**config.mk**
```make
export PLATFORM = sky130hd
export DESIGN_NAME = mc_control_unit
export DESIGN_NICKNAME = d
export VERILOG_FILES = /design/src/rtl/mc_control_unit.sv
export SDC_FILE = /design/constraint.sdc
export NUM_CORES = 1
export LEC_CHECK = 0
export ABC_CLOCK_PERIOD_IN_PS = 1350
export CAP_MARGIN = 20
export CELL_PAD_IN_SITES_DETAIL_PLACEMENT = 0
export CELL_PAD_IN_SITES_GLOBAL_PLACEMENT = 1
export CORE_MARGIN = 2
export CORE_UTILIZATION = 31
export CTS_BUF_LIST = sky130_fd_sc_hd__clkbuf_2
export CTS_CLUSTER_SIZE = 16
export DETAILED_ROUTE_END_ITERATION = 10
export PLACE_DENSITY = 0.82
export SKIP_LAST_GASP = 1
export SYNTH_ARGS = -nofsm -noshare
export SYNTH_HDL_FRONTEND = slang
export SYNTH_SLANG_ARGS = --single-unit
```
**constraint.sdc**
```tcl
create_clock -name CLK -period 1.35 [get_ports CLK]
set_clock_uncertainty 0.1 [all_clocks]
set_input_delay 0.2025 -clock CLK [delete_from_list [all_inputs] [get_ports CLK]]
set_output_delay 0.2025 -clock CLK [all_outputs]
set_load 0.01 [all_outputs]
```
**src/rtl/mc_control_unit.sv**
```systemverilog
// mc_control_unit: multi-cycle CPU control FSM (IF->ID->EXE->MEM->WB).
// Optional feature macro: MC_JAL_EN. When it is defined, jal links $31 in ID.
// When it is undefined, jal decodes as an illegal no-op.
// Nine states need a 4-bit state register.
module mc_control_unit #(
  parameter int unsigned OP_W    = 6,
  parameter int unsigned ALUOP_W = 3
) (
  input  logic               CLK,
  input  logic               Reset,
  input  logic [OP_W-1:0]    op,
  input  logic               zero,
  input  logic               sign,
  output logic               PCWre,
  output logic               IRWre,
  output logic               RegWre,
  output logic [1:0]         RegDst,
  output logic               WrRegDSrc,
  output logic               ALUSrcA,
  output logic               ALUSrcB,
  output logic               ExtSel,
  output logic [ALUOP_W-1:0] ALUOp,
  output logic               mRD,
  output logic               mWR,
  output logic               DBDataSrc,
  output logic [1:0]         PCSrc
);

  localparam int unsigned STATE_W = 4;

  localparam logic [OP_W-1:0] OP_ADD   = OP_W'(6'b000000);
  localparam logic [OP_W-1:0] OP_SUB   = OP_W'(6'b000001);
  localparam logic [OP_W-1:0] OP_ADDIU = OP_W'(6'b000010);
  localparam logic [OP_W-1:0] OP_AND   = OP_W'(6'b010000);
  localparam logic [OP_W-1:0] OP_ANDI  = OP_W'(6'b010001);
  localparam logic [OP_W-1:0] OP_ORI   = OP_W'(6'b010010);
  localparam logic [OP_W-1:0] OP_XORI  = OP_W'(6'b010011);
  localparam logic [OP_W-1:0] OP_SLL   = OP_W'(6'b011000);
  localparam logic [OP_W-1:0] OP_SLT   = OP_W'(6'b100110);
  localparam logic [OP_W-1:0] OP_SLTI  = OP_W'(6'b100111);
  localparam logic [OP_W-1:0] OP_SW    = OP_W'(6'b110000);
  localparam logic [OP_W-1:0] OP_LW    = OP_W'(6'b110001);
  localparam logic [OP_W-1:0] OP_BEQ   = OP_W'(6'b110100);
  localparam logic [OP_W-1:0] OP_BNE   = OP_W'(6'b110101);
  localparam logic [OP_W-1:0] OP_BLTZ  = OP_W'(6'b110110);
  localparam logic [OP_W-1:0] OP_J     = OP_W'(6'b111000);
  localparam logic [OP_W-1:0] OP_JR    = OP_W'(6'b111001);
`ifdef MC_JAL_EN
  localparam logic [OP_W-1:0] OP_JAL   = OP_W'(6'b111010);
`endif
  localparam logic [OP_W-1:0] OP_HALT  = OP_W'(6'b111111);

  localparam logic [ALUOP_W-1:0] ALU_ADD = ALUOP_W'(3'b000);
  localparam logic [ALUOP_W-1:0] ALU_SUB = ALUOP_W'(3'b001);
  localparam logic [ALUOP_W-1:0] ALU_SLL = ALUOP_W'(3'b010);
  localparam logic [ALUOP_W-1:0] ALU_OR  = ALUOP_W'(3'b011);
  localparam logic [ALUOP_W-1:0] ALU_AND = ALUOP_W'(3'b100);
  localparam logic [ALUOP_W-1:0] ALU_SLT = ALUOP_W'(3'b101);
  localparam logic [ALUOP_W-1:0] ALU_XOR = ALUOP_W'(3'b110);

  typedef enum logic [STATE_W-1:0] {
    S_IF, S_ID, S_EXE_AL, S_EXE_BR, S_EXE_MEM, S_MEM, S_WB_AL, S_WB_LW, S_HALT
  } state_t;

  state_t state;

  logic               isAlu, isIType, isBranch, isMem, isLw, isHalt, isJ, isJr, isJal, isLegal;
  logic               decSrcA, decSrcB, decExt, brTaken;
  logic [ALUOP_W-1:0] decAluOp;

  // Opcode decode: instruction class and datapath controls for EXE..WB
  always_comb begin
    isAlu    = 1'b0;
    isIType  = 1'b0;
    isBranch = 1'b0;
    isMem    = 1'b0;
    isLw     = 1'b0;
    isHalt   = 1'b0;
    isJ      = 1'b0;
    isJr     = 1'b0;
    isJal    = 1'b0;
    decSrcA  = 1'b0;
    decSrcB  = 1'b0;
    decExt   = 1'b0;
    decAluOp = ALU_ADD;
    brTaken  = 1'b0;
    case (op)
      OP_ADD:   begin isAlu = 1'b1; end
      OP_SUB:   begin isAlu = 1'b1; decAluOp = ALU_SUB; end
      OP_ADDIU: begin isAlu = 1'b1; isIType = 1'b1; decSrcB = 1'b1; decExt = 1'b1; end
      OP_AND:   begin isAlu = 1'b1; decAluOp = ALU_AND; end
      OP_ANDI:  begin isAlu = 1'b1; isIType = 1'b1; decSrcB = 1'b1; decAluOp = ALU_AND; end
      OP_ORI:   begin isAlu = 1'b1; isIType = 1'b1; decSrcB = 1'b1; decAluOp = ALU_OR; end
      OP_XORI:  begin isAlu = 1'b1; isIType = 1'b1; decSrcB = 1'b1; decAluOp = ALU_XOR; end
      OP_SLL:   begin isAlu = 1'b1; decSrcA = 1'b1; decAluOp = ALU_SLL; end
      OP_SLT:   begin isAlu = 1'b1; decAluOp = ALU_SLT; end
      OP_SLTI:  begin isAlu = 1'b1; isIType = 1'b1; decSrcB = 1'b1; decExt = 1'b1;
                      decAluOp = ALU_SLT; end
      OP_SW:    begin isMem = 1'b1; decSrcB = 1'b1; decExt = 1'b1; end
      OP_LW:    begin isMem = 1'b1; isLw = 1'b1; decSrcB = 1'b1; decExt = 1'b1; end
      OP_BEQ:   begin isBranch = 1'b1; decExt = 1'b1; decAluOp = ALU_SUB; brTaken = zero; end
      OP_BNE:   begin isBranch = 1'b1; decExt = 1'b1; decAluOp = ALU_SUB; brTaken = ~zero; end
      OP_BLTZ:  begin isBranch = 1'b1; decAluOp = ALU_SUB; brTaken = sign; end
      OP_J:     begin isJ = 1'b1; end
      OP_JR:    begin isJr = 1'b1; end
`ifdef MC_JAL_EN
      OP_JAL:   begin isJal = 1'b1; end
`endif
      OP_HALT:  begin isHalt = 1'b1; end
      default:  ;
    endcase
    isLegal = isAlu | isBranch | isMem | isHalt | isJ | isJr | isJal;
  end

  // State sequencing; synchronous reset returns to fetch and aborts any instruction
  always_ff @(posedge CLK) begin
    if (!Reset) begin
      state <= S_IF;
    end else begin
      case (state)
        S_IF:      state <= S_ID;
        S_ID: begin
          if (isBranch)   state <= S_EXE_BR;
          else if (isMem) state <= S_EXE_MEM;
          else if (isHalt) state <= S_HALT;
          else if (isAlu) state <= S_EXE_AL;
          else            state <= S_IF;
        end
        S_EXE_AL:  state <= S_WB_AL;
        S_EXE_BR:  state <= S_IF;
        S_EXE_MEM: state <= S_MEM;
        S_MEM:     state <= isLw ? S_WB_LW : S_IF;
        S_WB_AL:   state <= S_IF;
        S_WB_LW:   state <= S_IF;
        S_HALT:    state <= S_HALT;
        default:   state <= S_IF;
      endcase
    end
  end

  // Output decode from state and opcode; everything is held low while Reset is low
  always_comb begin
    PCWre     = 1'b0;
    IRWre     = 1'b0;
    RegWre    = 1'b0;
    RegDst    = 2'b00;
    WrRegDSrc = 1'b0;
    ALUSrcA   = 1'b0;
    ALUSrcB   = 1'b0;
    ExtSel    = 1'b0;
    ALUOp     = ALU_ADD;
    mRD       = 1'b0;
    mWR       = 1'b0;
    DBDataSrc = 1'b0;
    PCSrc     = 2'b00;
    if (Reset) begin
      case (state)
        S_IF: IRWre = 1'b1;
        S_ID: begin
          if (isJ) begin
            PCWre = 1'b1; PCSrc = 2'b11;
          end else if (isJr) begin
            PCWre = 1'b1; PCSrc = 2'b10;
          end else if (isJal) begin
            PCWre = 1'b1; PCSrc = 2'b11; RegWre = 1'b1; RegDst = 2'b00; WrRegDSrc = 1'b0;
          end else if (!isLegal) begin
            PCWre = 1'b1; PCSrc = 2'b00;
          end
        end
        S_EXE_BR: begin
          ExtSel = decExt;
          ALUOp  = ALU_SUB;
          PCWre  = 1'b1;
          PCSrc  = brTaken ? 2'b01 : 2'b00;
        end
        S_EXE_AL, S_EXE_MEM, S_MEM, S_WB_AL, S_WB_LW: begin
          ALUSrcA = decSrcA;
          ALUSrcB = decSrcB;
          ExtSel  = decExt;
          ALUOp   = decAluOp;
          if (state == S_MEM) begin
            mRD   = isLw;
            mWR   = ~isLw;
            PCWre = ~isLw;
          end
          if (state == S_WB_AL) begin
            RegWre    = 1'b1;
            WrRegDSrc = 1'b1;
            RegDst    = isIType ? 2'b01 : 2'b10;
            PCWre     = 1'b1;
          end
          if (state == S_WB_LW) begin
            RegWre    = 1'b1;
            RegDst    = 2'b01;
            WrRegDSrc = 1'b1;
            DBDataSrc = 1'b1;
            mRD       = 1'b1;
            PCWre     = 1'b1;
          end
        end
        default: ;
      endcase
    end
  end

endmodule

```
# [Word-level counts from Yosys, hierarchy flattened]
# Index checks and enable logic that the tools add are counted.
[word_totals] register_bits=4 in_bits=10 out_inout_bits=17 word_cells=106
[classes] n_eq_ne=25 muxes=60 bitwise_logic=7 n_reduce_logical=13
[op_table] op="6-bit == test, second input constant" count=10
[op_table] op="1-bit two-way mux" count=40
[op_table] op="6-bit by 5-bit == test with 1-bit output, second input constant" count=5
[op_table] op="4-bit one-hot mux with 6 select lines" count=1
[op_table] op="2-bit two-way mux" count=9
[op_table] op="3-bit one-hot mux with 6 select lines" count=1
[op_table] op="4-bit by 3-bit == test with 1-bit output, second input constant" count=4
[op_table] op="4-bit two-way mux" count=3
[op_table] op="6-bit OR reduction" count=2
[op_table] op="10-bit OR reduction" count=1
[op_table] op="5-bit OR reduction" count=2
[op_table] op="4-bit by 2-bit == test with 1-bit output, second input constant" count=2
[op_table] op="7-bit OR reduction" count=1
[op_table] op="6-bit by 1-bit == test with 1-bit output, second input constant" count=1
[op_table] op="6-bit by 2-bit == test with 1-bit output, second input constant" count=1
[op_table] op="6-bit zero test" count=1
[op_table] op="3-bit two-way mux" count=2
[op_table] op="1-bit one-hot mux with 3 select lines" count=2
[op_table] op="3-bit one-hot mux with 2 select lines" count=1
[op_table] op="2-bit OR reduction" count=3
[op_table] op="1-bit bitwise OR" count=5
[op_table] op="4-bit by 1-bit == test with 1-bit output, second input constant" count=1
[op_table] op="4-bit == test, second input constant" count=1
[op_table] op="4-bit zero test" count=1
[op_table] op="other kinds (4)" count=5

# [Longest topological paths before layout]
[logic_depth] depth_word=13 depth_mapped=6 ltp_nobuf=5

# [Worst setup path before layout]
# No wires, ideal clock.
[synth_timing] path_type="input -> output" start="input port op[1]" end="output port mRD" arrival_time_ps=1145 required_ps=1048 path_slack_ps=-98 cell_stages=4 path_buffers=1 cell_sequence="buf_4 -> nor4_4 -> nand2_2 -> a211oi_1"
[synth_via] elab_chain_len=6
[synth_rtl] item="start, declared" line_no="11" source="input logic [OP_W-1:0] op,"
[synth_rtl] item="6-bit == test" line_no="87" source="case (op)"
[synth_rtl] item="1-bit two-way mux" line_no="87"
[synth_rtl] item="1-bit two-way mux" line_no="181" source="if (state == S_MEM) begin"
[synth_rtl] item="1-bit two-way mux" line_no="192" source="if (state == S_WB_LW) begin"
[synth_rtl] item="1-bit two-way mux" line_no="157" source="case (state)"
[synth_rtl] item="1-bit two-way mux" line_no="156" source="if (Reset) begin"
[synth_rtl] item="end, declared" line_no="23" source="output logic mRD,"
# Every way passes these cells.

# [Worst setup path in the final report]
[layout_timing] start="register state[1]" end="output port ALUOp[0]"
[layout_via] elab_chain_len=4 elab_cells_between_ends=9 cone_classes="eq/ne (6); mux (2); reduce/logical (1)"
[layout_rtl] item="start, declared" line_no="65" source="state_t state;"
[layout_rtl] item="start signal, assigned" line_no="132" source="S_MEM: state <= isLw ? S_WB_LW : S_IF;"
[layout_rtl] item="4-bit by 3-bit == test with 1-bit output / 4-bit by 2-bit == test with 1-bit output (equally long branches)" line_no="157"
[layout_rtl] item="5-bit OR reduction" line_no="157"
[layout_rtl] item="3-bit one-hot mux with 2 select lines (*)" line_no="157"
[layout_rtl] item="3-bit two-way mux (*)" line_no="156"
[layout_rtl] item="end, declared" line_no="22" source="output logic [ALUOP_W-1:0] ALUOp,"
# Every way passes the cells marked *; elsewhere a longest branch is shown, timed or not.

==> results.md <==
- Met2 Use GR: 47.50%
- Reg2Reg Setup Slack: -30 ps
- Diode count: 0
- Die Wd: 53.09 µm
- Effective utilization at floorplan: 33.13%
- Critical path depth in cells: 6
- Synth top area share: 10.72%
- Storage cell area: 87.58 µm²
- Switching Share: 41.11%
- Worst Tran Pin Value: 312.9 ps
- Area post-placement: 0.001261 mm²
- Synth Area in Simple Gates: 48.91%
- 1st-iter DRT viols: 26
- Async set-reset flop share out of synthesis: 0%
- Final Hold Vio Count: 0
- Synth top cells by count: 13 x nor2_1, 11 x nand2_1, 8 x nor3_1
- Area of the multi-input gates: 782.0 µm²
- Core area: 0.002255 mm²
- Post-route minimum period: 1693 ps
- # clock sinks: 4
- Main combinational cell family by area after synthesis: simple AND/OR/NAND/NOR gates
- Yosys reg bits: 4
- Critical path class: flop to output pin
- TritonCTS clock tree: done
- Ys flop type: dfxtp_1
- RSZ-0062 raised after global routing: true
- Initial antenna violation count: 0
- Post-DP HPWL: 2030 µm
- Synth Net Count: 124
- CTS clock-pin slew for the worst setup and hold paths: 60 ps
- Syn Area/Cell: 6.552 µm²
- Clock Latency Late Sink: 220 ps
- Cell taking the most area after synthesis: dfxtp_1
- Fmax: 590.8 MHz
- Crit-path cells: nor2b_1, o21ai_4, nor2_2, o311ai_2, o21ai_1, buf_2
- Final wirelength: 3143 µm
- Drt first pass iters: 4
- Routed len/inst: 15.33 µm
- WHS Path Cells: 3
- Pwr Density: 420.1 mW/mm²
- Overall power: 0.0006387 W
- Mux cell area share after synthesis: 2.848%
- CTS root buf: clkbuf_2
- Critical Path RT: 1050 ps
- Largest register FFs: 4
- RD Place Congestion: 0.8662
- Crit-path max FO: 3
- Logic gate share of total power: 60.6%
- Total number of vias: 1112
- Part of the Yosys area used for sequential elements: 10.72%
- Worst path top cell family by delay: simple AND/OR/NAND/NOR gates
- Port buffer count: 26
- Clock share of power: 18.6%
- Io pins: 27
- Top Usage Layer GRT: met2
- Final worst-path cycle share: 125.4%
- Synth Area in XOR/XNOR: 2.345%
- Filler instances: 181
- Seq pwr share: 20.8%
- Top post-synthesis cells by area: dfxtp_1 11%, nor2_1 6.5%, nand2_1 5.5%
- Design area: 0.001520 mm²
- WHS: 368.2 ps
- Share of layout cells above drive strength 1: 64.41%
- Die Area: 0.002818 mm²
- CTS Buffer Depth: 2
- R2R depth: 7
- Psw: 0.0002626 W
- Crit path buf inv count: 1
- Worst Hold Class: input pin to flop
- Run status: finished, violations left
- H-tree lvl count: 1
- Worst setup EP type: output pin
- Post-Syn Instances: 114
- Tot GR Track Use: 24.18%
- CTS Buf Count: 3
- Largest regs: state: 4 flops
- Met3 Usage GRT: 3.955%
- Count leader, synth: nor2_1
- ANT nets after route: 0
- Die Ht: 53.09 µm
- Startpoint types: flop
- Synth cell types: 45
- Setup TNS Final: -3908 ps
- Hold Crit Endpoint: state[3]
- Area Growth Syn to Fin: 103.5%
- Post-layout util: 67.43%
- Hold Path Origin: Reset
- Nets@finish: 189
- Drt drc: 0
- Leak Pwr: 0.6616 nW
- CP peak stage delay: 340 ps
- Synth warn: 0
- Post-Syn Area: 747.0 µm²
- WP data arrival: 1390 ps
- Via-to-Cell Ratio: 5.424
- Max VDD drop: 0.0004098 V
- First-pass GRT wire length: 5043 µm
- Internal: 0.0003761 W
- Post-synth EDFFs: 0
- Max-slew headroom: 79.00%
- # setup viols final: 18
- Cell row count: 17
- Post-synthesis adder-cell area fraction: 0%
- Max Slew Vio Count: 0
- Biggest register: state
- Pin count of the biggest net entering global routing: 13
- Reg2reg start: state[3]
- Post-route setup slack: -342.5 ps
- Vias in the first global route: 1126
- Synth Area in Compound Gates: 23.95%
- Worst R2R End: state[1]
- MaxCap Viol Count: 0
- Total gr overflow: 0
- Met1 Resource Use GR: 26.27%
- Crit path max-delay cell type: dfxtp_2
- Failing checks: negative setup slack
[worst min-delay path, delay by kind of cell]
family | cells | cell delay, ps
simple gates | 1 | 130
buf+inv | 2 | 320
[cells by family after synthesis]
| group | after synthesis |
|---|---|
| buf+inv | 15 |
| mux | 2 |
| flops | 4 |
| simple gates | 65 |
| xor+xnor | 2 |
| compound gates | 26 |
[layout make-up]
class / count / share of cell area [%]
Tap cell: 28 / 2.305
Multi-Input combinational cell: 95 / 51.44
Timing Repair Buffer: 71 / 38.52
Inverter: 4 / 0.9877
Sequential cell: 4 / 5.761
Clock buffer: 3 / 0.9877
[layer usage]
metal,vias up,part of all wire [%]
li1,548,-
met3,2,3.4
met2,22,55
met5,-,0
met4,0,0.35
met1,540,41
[cells in the final DEF, fill, tap and decap left out, types with 3 or more instances in the layout]
cell type and instances:
and3_1 4, buf_2 16, buf_4 33, buf_6 14, clkbuf_2 4, dfxtp_2 3
inv_1 3, nand2_1 9, nand3_2 3, nand4_1 3, nor2_1 10, nor2_2 3
nor2b_1 3, nor3_2 6, o21ai_1 4
[power by group through the flow]
| stage | logic (W) | clock network (W) | registers [W] |
|---|---|---|---|
| floorplan | 0.000155 | 0 | 0.000131 |
| global placement | 0.000285 | 0 | 0.000132 |
| detailed placement | 0.000289 | 0 | 0.000132 |
| CTS | 0.000365 | 0.000113 | 0.000131 |
| global route | 0.000413 | 0.000140 | 0.000133 |
| finish | 0.000387 | 0.000119 | 0.000133 |
[how the worst max path moves through the flow]
stage	start	endpoint	slack, ps
floorplan	state[3]	ALUOp[0]	-20
global placement	op[4]	ALUOp[0]	-1080
detailed placement	op[2]	RegDst[0]	-1100
CTS	state[3]	ALUOp[0]	-310
global route	state[1]	ALUOp[0]	-460
finish	state[1]	ALUOp[0]	-340
[through the flow]
stage | worst slack [ps] | std cells
after detailed placement | -1102 | 190
after global routing | -460.3 | 205
after floorplan | -21.59 | 114
final | -342.5 | 205
after CTS | -308.7 | 204
after global placement | -1077 | 190
[what timing repair did]
item	4_1_cts	5_1_grt
setup endpoints to repair	21	20
hold buffers	0	0
pin swaps	28	6
gates cloned	1	0
resized for setup	148	11
endpoints found under the hold margin	0	0
buffers inserted	11	1
Power figures use the tool's default switching activity.
